<file path="src/rtl/rv32i_fetch_buffer_pkg.sv">
// Shared types for the RV32I fetch front-end: default widths and the
// buffered {instruction, next-PC} entry handed to decode.
package rv32i_fetch_pkg;

  localparam int                      PCW_DEFAULT      = 32;
  localparam logic [PCW_DEFAULT-1:0]  RESET_PC_DEFAULT = '0;

  typedef struct packed {
    logic [31:0]            ir;
    logic [PCW_DEFAULT-1:0] npc;
  } fetch_entry_t;

endpackage

</file>
<file path="src/rtl/rv32i_fetch_buffer_if.sv">
// Fetch-buffer bus: IMEM request/response, branch redirect and the decode
// handshake. master = fetch buffer, slave = its environment.
interface rv32i_fetch_buffer_if import rv32i_fetch_pkg::*; #(
  parameter int PCW = PCW_DEFAULT,
  parameter int CW  = 3
);
  logic           imem_req_valid;
  logic           imem_req_ready;
  logic [PCW-1:0] imem_req_addr;
  logic           imem_rsp_valid;
  logic [31:0]    imem_rsp_data;
  logic           redirect_valid;
  logic [PCW-1:0] redirect_pc;
  logic           id_valid;
  logic           id_ready;
  logic [31:0]    id_ir;
  logic [PCW-1:0] id_npc;
  logic [CW-1:0]  fifo_count;

  modport master (
    output imem_req_valid, imem_req_addr, id_valid, id_ir, id_npc, fifo_count,
    input  imem_req_ready, imem_rsp_valid, imem_rsp_data, redirect_valid,
           redirect_pc, id_ready
  );

  modport slave (
    input  imem_req_valid, imem_req_addr, id_valid, id_ir, id_npc, fifo_count,
    output imem_req_ready, imem_rsp_valid, imem_rsp_data, redirect_valid,
           redirect_pc, id_ready
  );
endinterface

</file>
<file path="src/rtl/rv32i_fetch_buffer_fifo.sv">
// Synchronous FIFO of fetch entries with wrapping pointers, an occupancy
// count and a single-cycle flush. The head is read straight from storage.
module rv32i_fetch_fifo import rv32i_fetch_pkg::*; #(
  parameter int DEPTH = 4
) (
  input  logic                     clk,
  input  logic                     rst_n,
  input  logic                     flush,
  input  logic                     push,
  input  logic                     pop,
  input  fetch_entry_t             din,
  output fetch_entry_t             dout,
  output logic                     empty,
  output logic [$clog2(DEPTH):0]   count
);
  localparam int              AW       = $clog2(DEPTH);
  localparam logic [AW-1:0]   PTR_ONE  = 1;
  localparam logic [AW:0]     CNT_ONE  = 1;
  localparam logic [AW:0]     FULL_CNT = (AW+1)'(DEPTH);

  fetch_entry_t  mem [DEPTH];
  logic [AW-1:0] wr_ptr, rd_ptr;
  logic          full;

  assign empty = (count == '0);
  assign full  = (count == FULL_CNT);
  assign dout  = empty ? '0 : mem[rd_ptr];

  always_ff @(posedge clk) begin
    if (push && !flush) mem[wr_ptr] <= din;
  end

  always_ff @(posedge clk or negedge rst_n) begin
    if (!rst_n) begin
      wr_ptr <= '0;
      rd_ptr <= '0;
      count  <= '0;
    end else if (flush) begin
      wr_ptr <= '0;
      rd_ptr <= '0;
      count  <= '0;
    end else begin
      if (push) wr_ptr <= wr_ptr + PTR_ONE;
      if (pop)  rd_ptr <= rd_ptr + PTR_ONE;
      unique case ({push, pop})
        2'b10:   count <= count + CNT_ONE;
        2'b01:   count <= count - CNT_ONE;
        default: count <= count;
      endcase
    end
  end

  // The credit rule upstream must make this unreachable.
  a_no_overflow: assert property (@(posedge clk) disable iff (!rst_n)
                                  !(push && full && !pop));

endmodule

</file>
<file path="src/rtl/rv32i_fetch_buffer.sv">
// Instruction fetch front-end: credit-limited word fetch, in-order response
// tracking with stale-response dropping after redirects, buffered to decode.
module rv32i_fetch_buffer import rv32i_fetch_pkg::*; #(
  parameter int             DEPTH    = 4,
  parameter int             PCW      = PCW_DEFAULT,
  parameter logic [PCW-1:0] RESET_PC = RESET_PC_DEFAULT
) (
  input logic                 clk,
  input logic                 RN,
  rv32i_fetch_buffer_if.master bus
);
  localparam int            CW      = $clog2(DEPTH) + 1;
  localparam logic [PCW-1:0] PC_ONE = 1;
  localparam logic [CW-1:0] CNT_ONE = 1;
  localparam logic [CW:0]   CREDIT  = (CW+1)'(DEPTH);

  logic [PCW-1:0] fetch_pc, rsp_pc;
  logic [CW-1:0]  outstanding, drop_cnt, fifo_count, rsp_dec;
  logic [CW:0]    inflight_sum;
  logic           started;
  logic           req_fire, rsp_fire, push, pop, fifo_empty;
  fetch_entry_t   push_entry, head;

  // Request valid waits one cycle after reset release so it is low throughout reset.
  assign inflight_sum       = {1'b0, outstanding} + {1'b0, fifo_count};
  assign bus.imem_req_valid = started && !bus.redirect_valid && (inflight_sum < CREDIT);
  assign bus.imem_req_addr  = fetch_pc;

  assign req_fire = bus.imem_req_valid && bus.imem_req_ready;
  assign rsp_fire = bus.imem_rsp_valid;
  assign rsp_dec  = {{(CW-1){1'b0}}, rsp_fire};
  assign push     = rsp_fire && (drop_cnt == '0) && !bus.redirect_valid;
  assign pop      = !fifo_empty && bus.id_ready && !bus.redirect_valid;

  assign push_entry = '{ir: bus.imem_rsp_data, npc: rsp_pc + PC_ONE};

  always_ff @(posedge clk or negedge RN) begin
    if (!RN) begin
      started     <= 1'b0;
      fetch_pc    <= RESET_PC;
      rsp_pc      <= RESET_PC;
      outstanding <= '0;
      drop_cnt    <= '0;
    end else begin
      started <= 1'b1;
      if (bus.redirect_valid) begin
        fetch_pc <= bus.redirect_pc;
        rsp_pc   <= bus.redirect_pc;
        // Everything still in flight after this cycle is stale; drop_cnt is
        // already a subset of outstanding, so it is not added on top.
        drop_cnt <= outstanding - rsp_dec;
      end else begin
        if (req_fire) fetch_pc <= fetch_pc + PC_ONE;
        if (push)     rsp_pc   <= rsp_pc + PC_ONE;
        if (rsp_fire && (drop_cnt != '0)) drop_cnt <= drop_cnt - CNT_ONE;
      end
      unique case ({req_fire, rsp_fire})
        2'b10:   outstanding <= outstanding + CNT_ONE;
        2'b01:   outstanding <= outstanding - CNT_ONE;
        default: outstanding <= outstanding;
      endcase
    end
  end

  rv32i_fetch_fifo #(.DEPTH(DEPTH)) u_fifo (
    .clk   (clk),
    .rst_n (RN),
    .flush (bus.redirect_valid),
    .push  (push),
    .pop   (pop),
    .din   (push_entry),
    .dout  (head),
    .empty (fifo_empty),
    .count (fifo_count)
  );

  assign bus.id_valid   = !fifo_empty;
  assign bus.id_ir      = head.ir;
  assign bus.id_npc     = head.npc;
  assign bus.fifo_count = fifo_count;

endmodule

</file>
<file path="src/flat_wrapper.sv">
// flat-port wrapper written by rule: the top's interface ports become plain ports
module rv32i_fetch_buffer_flat import rv32i_fetch_pkg::*;
#(
  parameter int             DEPTH    = 4,
  parameter int             PCW      = PCW_DEFAULT,
  parameter logic [PCW-1:0] RESET_PC = RESET_PC_DEFAULT
)
  (clk, RN, bus_imem_req_valid, bus_imem_req_addr, bus_id_valid, bus_id_ir, bus_id_npc, bus_fifo_count, bus_imem_req_ready, bus_imem_rsp_valid, bus_imem_rsp_data, bus_redirect_valid, bus_redirect_pc, bus_id_ready);
  rv32i_fetch_buffer_if #(.PCW(PCW), .CW(3)) bus_i ();
  input logic clk;
  input logic RN;
  output wire logic [$bits(bus_i.imem_req_valid)-1:0] bus_imem_req_valid;
  output wire logic [$bits(bus_i.imem_req_addr)-1:0] bus_imem_req_addr;
  output wire logic [$bits(bus_i.id_valid)-1:0] bus_id_valid;
  output wire logic [$bits(bus_i.id_ir)-1:0] bus_id_ir;
  output wire logic [$bits(bus_i.id_npc)-1:0] bus_id_npc;
  output wire logic [$bits(bus_i.fifo_count)-1:0] bus_fifo_count;
  input wire logic [$bits(bus_i.imem_req_ready)-1:0] bus_imem_req_ready;
  input wire logic [$bits(bus_i.imem_rsp_valid)-1:0] bus_imem_rsp_valid;
  input wire logic [$bits(bus_i.imem_rsp_data)-1:0] bus_imem_rsp_data;
  input wire logic [$bits(bus_i.redirect_valid)-1:0] bus_redirect_valid;
  input wire logic [$bits(bus_i.redirect_pc)-1:0] bus_redirect_pc;
  input wire logic [$bits(bus_i.id_ready)-1:0] bus_id_ready;
  assign bus_imem_req_valid = bus_i.imem_req_valid;
  assign bus_imem_req_addr = bus_i.imem_req_addr;
  assign bus_id_valid = bus_i.id_valid;
  assign bus_id_ir = bus_i.id_ir;
  assign bus_id_npc = bus_i.id_npc;
  assign bus_fifo_count = bus_i.fifo_count;
  assign bus_i.imem_req_ready = bus_imem_req_ready;
  assign bus_i.imem_rsp_valid = bus_imem_rsp_valid;
  assign bus_i.imem_rsp_data = bus_imem_rsp_data;
  assign bus_i.redirect_valid = bus_redirect_valid;
  assign bus_i.redirect_pc = bus_redirect_pc;
  assign bus_i.id_ready = bus_id_ready;
  rv32i_fetch_buffer #(.DEPTH(DEPTH), .PCW(PCW), .RESET_PC(RESET_PC)) u_core (.clk(clk), .RN(RN), .bus(bus_i));
endmodule
</file>
<file path="config.mk">
export PLATFORM = sky130hd
export DESIGN_NAME = rv32i_fetch_buffer_flat
export DESIGN_NICKNAME = d
export VERILOG_FILES = /design/src/rtl/rv32i_fetch_buffer_pkg.sv /design/src/rtl/rv32i_fetch_buffer_if.sv /design/src/rtl/rv32i_fetch_buffer_fifo.sv /design/src/rtl/rv32i_fetch_buffer.sv /design/src/flat_wrapper.sv
export SDC_FILE = /design/constraint.sdc
export NUM_CORES = 1
export LEC_CHECK = 0
export BUFFER_PORTS_ARGS = -buffer_cell sky130_fd_sc_hd__buf_4
export CAP_MARGIN = 20
export CORE_UTILIZATION = 61
export CTS_CLUSTER_DIAMETER = 120
export CTS_CLUSTER_SIZE = 10
export DETAILED_ROUTE_END_ITERATION = 10
export PLACE_DENSITY = 0.88
export REMOVE_ABC_BUFFERS = 1
export SLEW_MARGIN = 5
export SYNTH_ARGS = -nofsm -noshare
export SYNTH_HDL_FRONTEND = slang
export SYNTH_SLANG_ARGS = --single-unit
</file>
<file path="constraint.sdc">
create_clock -name clk -period 4.85 [get_ports clk]
set_input_delay 0.2425 -clock clk [delete_from_list [all_inputs] [get_ports clk]]
set_output_delay 0.2425 -clock clk [all_outputs]
set_load 0.005 [all_outputs]
</file>
==> impl_results.md <==
* Async S/R FF share, synth at 23.4%
* Vias at 9,359
* RSZ-0062 raised after global routing: false
* Worst setup path start: u_core.u_fifo.rd_ptr[0]
* WS Path Type: reg2out
* TritonRoute pass-1 iters at 5
* Power density cells at 455 nW/um2
* N_diodes at 0
* Gr ovfl total at 0
* Worst Path Arrival at 2.83 ns
* Hold-fix buffers at CTS at 59
* Largest net degree at the start of global routing at 79
* Resized cells post-CTS at 0
* Hold_sp: bus_redirect_pc[6]
* Final std cells w/o fill at 1,527
* Clock Tree Buf Depth at 3
* Peak VDD IR at 0.000268 V
* Pint at 5.91 mW
* Met1 WL at approximately 14 mm
* CP top delay family: flip-flops
* Reg2reg start: u_core.u_fifo.count[2]
* Sw frac at 28.3%
* Synth warn at 0
* Main flop type after synthesis: edfxtp_1
* # port buffers at 170
* Die Height at 158 um
* CP max-delay cell: dfrtp_4
* Most common cell on crit path: buf_4
* Max Clk Rate at 326 MHz
* Layout area overhead at 22.2%
* Width of the die at 158 um
* Final net count at 1,283
* Vias in the first global route at 9,458
* #FFs+latches synth at 334
* Top cells by area, synth: edfxtp_1, dfrtp_1, mux4_2
* Hold violation total from the final report at 0
* Starting Density at 62.6%
* Worst skew pair latency at 0.53 ns
* EDFF count, synth at approximately 260
* Setup_tns at 0 ns
* Site Rows at 56
* Register area share after synthesis at 65.0%
* DR WL met3 at 2.59 mm
* Die ar. at 24,900 um2
* Crit path required time at between 4 and 5 ns
* Layout cells sized above 1 at around 29%
* Worst-Margin Slew at 0.780 ns
* Sequential power share at a little over two fifths
* Total Power at between 8 and 9 mW
* Gate power share at approximately a quarter
* Crit path max fanout at 32
* Setup-failing EPs final at 0
* CP Capture Type: primary output
* Number of max-cap violations at 0
* H-tree depth at 2
* First-pass GRT wire length at 54.2 mm
* Met2 wire len at 18.1 mm
* Num Clock Sinks at about 330
* FILL cells at 1,345
* Area leader, netlist: edfxtp_1
* Avg Inst Size Synth at 15.4 um2
* CTS tree: yes
* Clock skew at approximately 0.013 ns
* Clk Tree Root Cell: clkbuf_16
* Post-Route WL at 35.7 mm
* CP cell instances: buf_4 > mux4_2 > and2_1 > buf_4
* Startpoint Class: flip-flop
* Mapped Area at 14,800 um2
* Type of the worst min-delay path: in2reg
* Yosys top cell area share at 51.9%
* Cells after Synth at 960
* Dpl hpwl at 20.4 mm
* Io pins at 171
* Initial drt markers at approximately 800
* Number of routed nets with antenna violations at 0
* Crit path time final at 3.07 ns
* Slew Viols, Final at 0
* Num CTS Buffers at 39
* DR DRC count at 0
* Total track usage at 29.5%
* Worst slew margin at a little under half
* Buffer and inverter count on the worst path at 2
* Core Box Area at 23,700 um2
* Crit share post-route at 63.3%
* Slowest stage delay, CP at 0.84 ns
* Clock power share at 31.1%
* Worst-path clk slew at 0.06 ns
* WL/cell at 23.3 um
* Hold Slack at around 0.019 ns
* Placed cell count at 1,415
* Antenna violations before repair at 0
* Highest Signal Layer: met4
* Gp weighted congestion at around 0.95
* Leak at between 6 and 7 nW
* Distinct cells, synth at 56
* Post-CTS Setup Repair Bufs at 0
* Status: complete, no violations
* Via-per-instance ratio at 6.13
* NetSw at 2.33 mW
==> final cells by class <==
cell class	instances	area, um2	share of cell area, %
Timing Repair Buffer	246	2030	11.2
Multi-Input combinational cell	553	4880	27.0
Clock buffer	47	1010	5.56
Inverter	24	90.1	0.498
Sequential cell	334	9640	53.3
Tap cell	319	399	2.20
Clock inverter	4	57.6	0.318
==> layer usage <==
metal | GRT usage, % | up-vias
li1 | - | 4095
met1 | 38.4 | 4670
met2 | 50.6 | 506
met3 | 4.68 | 88
met4 | 10.6 | 0
met5 | 0 | -
==> cell usage in the layout, fill, tap and decap left out, types with 6 or more instances in the layout <==
master,synthesis,layout
and3_1,12,8
mux2_2,33,33
inv_1,22,22
nor2_1,36,36
nand2_1,56,56
edfxtp_1,256,256
clkbuf_16,0,39
o21ai_0,7,7
and2_1,73,73
nor3_1,16,16
nor4_1,11,11
xor2_1,43,43
nand4_1,35,35
mux4_2,64,64
buf_4,1,185
dlygate4sd3_1,0,59
clkbuf_1,25,8
nand3_1,29,29
xnor2_1,45,45
mux2i_1,6,6
o21ai_1,9,9
and4_1,10,10
ha_1,13,13
dfrtp_1,78,76
==> power by group through the flow <==
stage,registers [mW],clock network (mW),logic (mW)
after floorplan,3.58,0,1.11
after detailed placement,3.57,0,2.04
after CTS,3.52,2.58,2.11
final,3.53,2.56,2.16
after global routing,3.55,2.70,2.34
after global placement,3.56,0,1.98
==> sequential cells by signal, indices dropped and copies added, names as in the netlist <==
signal                    flops
u_core.u_fifo.rd_ptr          2
u_core.drop_cnt               3
u_core.u_fifo.count           3
u_core.bus.imem_req_addr     32
u_core.started                1
u_core.u_fifo.wr_ptr          2
u_core.rsp_pc                32
u_core.outstanding            3
u_core.u_fifo.mem           256
==> synth_stat cells (all sizes together), types with 25 or more instances <==
library cell  count
edfxtp          256
dfrtp            78
and2             73
mux4             64
nand2            56
xnor2            45
xor2             43
nand4            37
nor2             36
mux2             35
nand3            29
clkbuf           25
==> worst register-to-register path, cell delays in order, from the launching register on <==
cell	delay, ns
dfrtp_1	0.42
ha_1	0.21
nor3b_1	0.22
and4_1	0.73
inv_2	0.33
ha_1	0.30
inv_1	0.07
fa_1	0.42
mux2i_1	0.15
==> final timing paths <==
kind                                                 to  slack [ns]  depth (start not counted)
min in group asynchronous  u_core.bus.imem_req_addr[27]        0.13                          2
min reg2reg                       u_core.outstanding[0]        0.52                          1
max                                      bus_id_npc[27]        1.78                          4
max reg2reg                       u_core.outstanding[1]        1.93                          8
min                                    u_core.rsp_pc[6]        0.02                          3
max in group asynchronous       u_core.u_fifo.rd_ptr[0]        4.12                          3
==> stage by stage <==
step	utilization [%]	instance area (um2)	worst slack [ns]
global route	76.5	18100	1.60
detailed placement	69.3	16400	1.93
floorplan	-	14600	1.09
finish	76.5	18100	1.78
CTS	76.3	18100	1.70
global placement	69.3	16400	2.00
==> kinds of logic (layout without fill, tap and decap cells) <==
logic type	count (synthesis)	after routing	share of synthesized area [%]
buf+inv	73	321	2.04
mux	105	105	12.8
simple gates	302	302	11.6
flops	334	334	65.0
xor+xnor	88	88	5.20
compound gates	42	42	1.92
fa+ha+maj	15	15	1.37
other cells	1	1	0.0253
(Power assumes the default switching activity.)
